--- config.mk ---
export PLATFORM = sky130hd
export DESIGN_NAME = serial_addsub
export DESIGN_NICKNAME = d
export VERILOG_FILES = /design/src/rtl/addsub_pkg.sv /design/src/rtl/adder_digit.sv /design/src/rtl/full_adder.sv /design/src/rtl/serial_addsub.sv
export SDC_FILE = /design/constraint.sdc
export NUM_CORES = 1
export LEC_CHECK = 0
export CAP_MARGIN = 0
export CORE_ASPECT_RATIO = 1.5
export CORE_MARGIN = 1.5
export CORE_UTILIZATION = 45
export DETAILED_ROUTE_END_ITERATION = 16
export DONT_BUFFER_PORTS = 1
export HOLD_SLACK_MARGIN = 0.02
export PLACE_DENSITY_LB_ADDON = 0.08
export SYNTH_ARGS = -nofsm -noshare
export SYNTH_HDL_FRONTEND = slang
export SYNTH_HIERARCHICAL = 1
export SYNTH_SLANG_ARGS = --single-unit
--- constraint.sdc ---
create_clock -name clk -period 5.7 [get_ports clk]
set_clock_uncertainty 0.05 [all_clocks]
set_input_delay 1.14 -clock clk [delete_from_list [all_inputs] [get_ports clk]]
set_output_delay 1.14 -clock clk [all_outputs]
set_load 0.005 [all_outputs]
--- src/rtl/addsub_pkg.sv ---
// Shared FSM encoding and elaboration helpers for the digit-serial adder/subtractor.
// Pure declarations: no latency, no flow control.
package addsub_pkg;

  typedef enum logic [1:0] {
    IDLE = 2'd0,
    RUN  = 2'd1,
    DONE = 2'd2
  } state_t;

  // A single-digit configuration still needs a 1-bit index register.
  function automatic int idx_width(input int ndig);
    return (ndig > 1) ? $clog2(ndig) : 1;
  endfunction

  function automatic bit digit_cfg_ok(input int width, input int digit);
    return (digit >= 1) && (digit <= width) && ((width % digit) == 0);
  endfunction

endpackage

--- src/rtl/adder_digit.sv ---
// DIGIT-bit ripple of full_adder cells; combinational, no flow control.
// c_msb exposes the carry into the top bit so the caller can derive signed overflow.
module adder_digit #(
  parameter int DIGIT = 4
) (
  input  logic [DIGIT-1:0] a,
  input  logic [DIGIT-1:0] b,
  input  logic             ci,
  output logic [DIGIT-1:0] s,
  output logic             co,
  output logic             c_msb
);

  logic [DIGIT:0] c;

  assign c[0] = ci;

  for (genvar i = 0; i < DIGIT; i++) begin : g_fa
    full_adder u_fa (
      .a  (a[i]),
      .b  (b[i]),
      .ci (c[i]),
      .s  (s[i]),
      .co (c[i+1])
    );
  end

  assign co    = c[DIGIT];
  assign c_msb = c[DIGIT-1];

endmodule

--- src/rtl/full_adder.sv ---
// One-bit full adder cell; purely combinational, no flow control.
module full_adder (
  input  logic a,
  input  logic b,
  input  logic ci,
  output logic s,
  output logic co
);

  assign s  = a ^ b ^ ci;
  assign co = (a & b) | (ci & (a ^ b));

endmodule

--- src/rtl/serial_addsub.sv ---
// Digit-serial add/sub, LSB digit first: start accepted in IDLE/DONE, busy for WIDTH/DIGIT cycles,
// then a one-cycle done pulse; start while busy is dropped, results hold until the next done.
module serial_addsub
  import addsub_pkg::*;
#(
  parameter int WIDTH = 16,
  parameter int DIGIT = 4
) (
  input  logic             clk,
  input  logic             rst_n,
  input  logic             start,
  input  logic             sub,
  input  logic [WIDTH-1:0] a,
  input  logic [WIDTH-1:0] b,
  input  logic             cin,
  output logic             busy,
  output logic             done,
  output logic [WIDTH-1:0] sum,
  output logic             cout,
  output logic             overflow
);

  localparam int NDIG = WIDTH / DIGIT;
  localparam int IDXW = idx_width(NDIG);
  localparam logic [IDXW-1:0] LAST = IDXW'(NDIG - 1);

  if (!digit_cfg_ok(WIDTH, DIGIT)) begin : g_cfg_err
    $error("serial_addsub: WIDTH must be a positive multiple of DIGIT");
  end

  state_t           state, state_nxt;
  logic [WIDTH-1:0] a_sr, b_sr, res_sr, res_nxt;
  logic [IDXW-1:0]  idx;
  logic             carry;
  logic             accept;
  logic [DIGIT-1:0] dig_s;
  logic             dig_co, dig_cmsb;

  assign accept = start && ((state == IDLE) || (state == DONE));
  assign busy   = (state == RUN);
  assign done   = (state == DONE);

  always_comb begin
    state_nxt = state;
    case (state)
      IDLE:    if (start) state_nxt = RUN;
      RUN:     if (idx == LAST) state_nxt = DONE;
      DONE:    state_nxt = start ? RUN : IDLE;
      default: state_nxt = IDLE;
    endcase
  end

  adder_digit #(.DIGIT(DIGIT)) u_digit (
    .a     (a_sr[DIGIT-1:0]),
    .b     (b_sr[DIGIT-1:0]),
    .ci    (carry),
    .s     (dig_s),
    .co    (dig_co),
    .c_msb (dig_cmsb)
  );

  // New digit enters at the top so the LSB digit lands at bit 0 after NDIG shifts.
  assign res_nxt = (res_sr >> DIGIT) | (WIDTH'(dig_s) << (WIDTH - DIGIT));

  always_ff @(posedge clk or negedge rst_n) begin
    if (!rst_n) begin
      state    <= IDLE;
      a_sr     <= '0;
      b_sr     <= '0;
      res_sr   <= '0;
      idx      <= '0;
      carry    <= 1'b0;
      sum      <= '0;
      cout     <= 1'b0;
      overflow <= 1'b0;
    end else begin
      state <= state_nxt;
      if (accept) begin
        a_sr  <= a;
        b_sr  <= b ^ {WIDTH{sub}};
        carry <= sub ? 1'b1 : cin;
        idx   <= '0;
      end else if (state == RUN) begin
        a_sr   <= a_sr >> DIGIT;
        b_sr   <= b_sr >> DIGIT;
        res_sr <= res_nxt;
        carry  <= dig_co;
        idx    <= idx + 1'b1;
        if (idx == LAST) begin
          sum      <= res_nxt;
          cout     <= dig_co;
          overflow <= dig_co ^ dig_cmsb;
        end
      end
    end
  end

endmodule

==> impl_results.md <==
- Final Hold Viols: 0
- Clk Latency, worst-skew pair: 330 ps
- Cell Pwr Density: 581 mW/mm2
- Register area: 0.00168 mm2
- DRT iter0 DRCs: 65
- Die width: 69.1 um
- Cell Area, Synth: 0.00295 mm2
- First-pass DRT Iterations: 4
- Achievable Freq: 327 MHz
- CTS tree: built
- H-tree depth: 3
- Worst EP required: 4510 ps
- Ys async rst share: 100%
- Outcome: completed
- Hold Path Class: in -> async
- Synth Area per Inst: 12.8 um2
- CTS Root Cell: clkbuf_8
- LEAKAGE: 1.41 nW
- First-pass GRT wire length: 8.42 mm
- Flops & latches, synth: 67
- Reg2Reg Launch Point: a_sr[0]
- Wire per inst: 16.8 um
- Crit path DAT: 1870 ps
- Grt ovf: 0
- Routed Antenna Nets: 0
- Final min period: 3060 ps
- Yosys warnings: 6
- Sequential cell area fraction in the yosys report: 56.8%
- Core area: 0.00644 mm2
- Die H: 102 um
- Setup TNS: 0 ps
- Worst-Margin Slew: 943 ps
- Initial antenna violation count: 0
- GR Util All Layers: 15.7%
- Routability congestion estimate: 0.722
- Worst R2R Setup Slack: 3110 ps
- Post-CTS Resized: 0
- Post-CTS setup buffers: 0
- Area of the multi-input gates: 0.00116 mm2
- CP Capture Type: primary output
- Final Setup Violations: 0
- Vias in the first global route: 1772
- Top_reg_cell synth: dfrtp_1
- Reg2reg path depth: 5
- IO buf count: 0
- Starting density of the core: 45.8%
- Layout cells sized above 1: 19.5%
- CTS Hold Buffers Added: 0
- Io pins: 57
- Critical path type: reg -> out
- Crit Path Max Fanout: 29
- Inserted Clock Buffers: 9
- Largest net degree at the start of global routing: 68
- Via Count: 1680
- Via density: 5.47
- DRC Markers: 0
- Max-slew headroom: 36.9%
- DP Cell Count: 291
- Yosys cell types: 26
- Non-filler instance count after layout: 307
- EDFF count, synth: 0
- Dpl hpwl: 3.37 mm
- Area Growth Syn to Fin: 4.96%
- FF-to-FF End: carry
- Pins over their slew limit: 0
- Num rows: 36
- RSZ-0062 raised after global routing: no
- Nets: 268
- Setup crit start kind: flop
- Peak VDD IR: 0.195 mV
- Antenna Diode Count: 0
- Syn Inst Count: 230
- Total Wirelength: 5.15 mm
- CTS Sinks: 67
- Clk slew on worst S/H paths: 70 ps
- Fillers: 614
- Longest Clk Path Bufs: 2
- Ratio of final minimum period to clock period: 53.7%
- Syn_nets: 272
- Die ar.: 0.00707 mm2
- Max-cap violation count: 0
per-stage QoR:
step	total power, mW	area, um2	utilization [%]	setup slack [ps]	hold WS [ps]
2_1_floorplan	1.40	2950	-	3190	415
3_3_place_gp	1.47	2940	45.7	3000	432
3_5_place_dp	1.50	2940	45.7	2980	437
4_1_cts	1.83	3100	48.1	2600	430
5_1_grt	1.94	3100	48.1	2480	418
6_report	1.80	3100	48.1	2640	443
final cells by class:
cell class	instances	share of cell area [%]
flip-flops and latches	67	54.1
inverters	2	0.242
repair buffers	1	0.242
clock buffers	14	4.60
multi-input cells	145	37.3
well taps	76	3.07
clock inverters	2	0.404
routing by layer:
layer,track usage [%],vias to the layer above,part of all wire (%)
met2,26.8,46,50
met3,5.72,10,5.1
li1,-,792,-
met4,9.05,0,2.6
met5,0,-,0
met1,17.0,832,42
worst max-delay path: stages (launching register included):
cell	delay [ps]
dfrtp_1	390
nand2b_2	540
inv_2	600
placed cells by master, fill, tap and decap left out:
cell type	n
a22oi_1	8
inv_2	1
clkinv_2	1
clkinvlp_4	1
fa_1	4
o21ai_0	18
ha_1	1
nand2b_1	1
inv_1	1
nand2_1	24
mux2_2	29
nand3_1	9
nand3b_1	1
nor2b_2	1
nand2b_2	1
nor2_1	3
dfrtp_1	67
xor2_1	15
mux2i_1	15
nor2b_1	1
a22o_1	9
xnor2_1	2
a221o_1	2
nor2_2	1
buf_4	1
clkbuf_1	5
clkbuf_8	9
cell usage after synthesis (2+ instances only):
master / number / share of area (%)
xnor2_1: 2 / 0.59
nand2_1: 24 / 3.1
a22o_1: 9 / 2.7
buf_6: 5 / 1.9
clkbuf_1: 2 / 0.25
xor2_1: 15 / 4.4
mux2_2: 29 / 11
a22oi_1: 8 / 2.0
mux2i_1: 15 / 5.1
fa_1: 4 / 2.7
buf_2: 8 / 1.4
nand3_1: 9 / 1.5
a221o_1: 2 / 0.68
dfrtp_1: 67 / 57
o21ai_0: 18 / 3.1
nor2_1: 3 / 0.38
report_power, final:
| part | internal (mW) | total [mW] | switching (mW) |
|---|---|---|---|
| sequential | 0.704 | 0.852 | 0.148 |
| clock | 0.158 | 0.324 | 0.166 |
| combinational | 0.326 | 0.625 | 0.299 |
state kept, by name, indices dropped and copies added, names as in the netlist:
name / count
a_sr: 16
b_sr: 16
sum: 16
res_sr: 12
idx: 2
state: 2
carry: 1
cout: 1
overflow: 1
worst max-delay path by stage:
stage / startpoint / to / cells after the start
2_1_floorplan: a_sr[0] / carry / 5
3_3_place_gp: state[1] / busy / 2
3_5_place_dp: state[1] / busy / 2
4_1_cts: state[1] / busy / 2
5_1_grt: state[1] / busy / 2
6_report: state[1] / busy / 2
kinds of logic (layout without fill, tap and decap cells):
| family | after synthesis | count (layout) | synth area share [%] |
|---|---|---|---|
| xor gates and xnor gates | 17 | 17 | 5.04 |
| buffers and inverters | 18 | 19 | 4.03 |
| DFF | 67 | 67 | 56.8 |
| adders and majority gates | 5 | 5 | 3.14 |
| muxes | 44 | 44 | 16.1 |
| AOI/OAI and AO/OA | 37 | 37 | 8.43 |
| and+or+nand+nor | 42 | 42 | 6.44 |
Note: power is estimated with default switching activity, not from simulation.
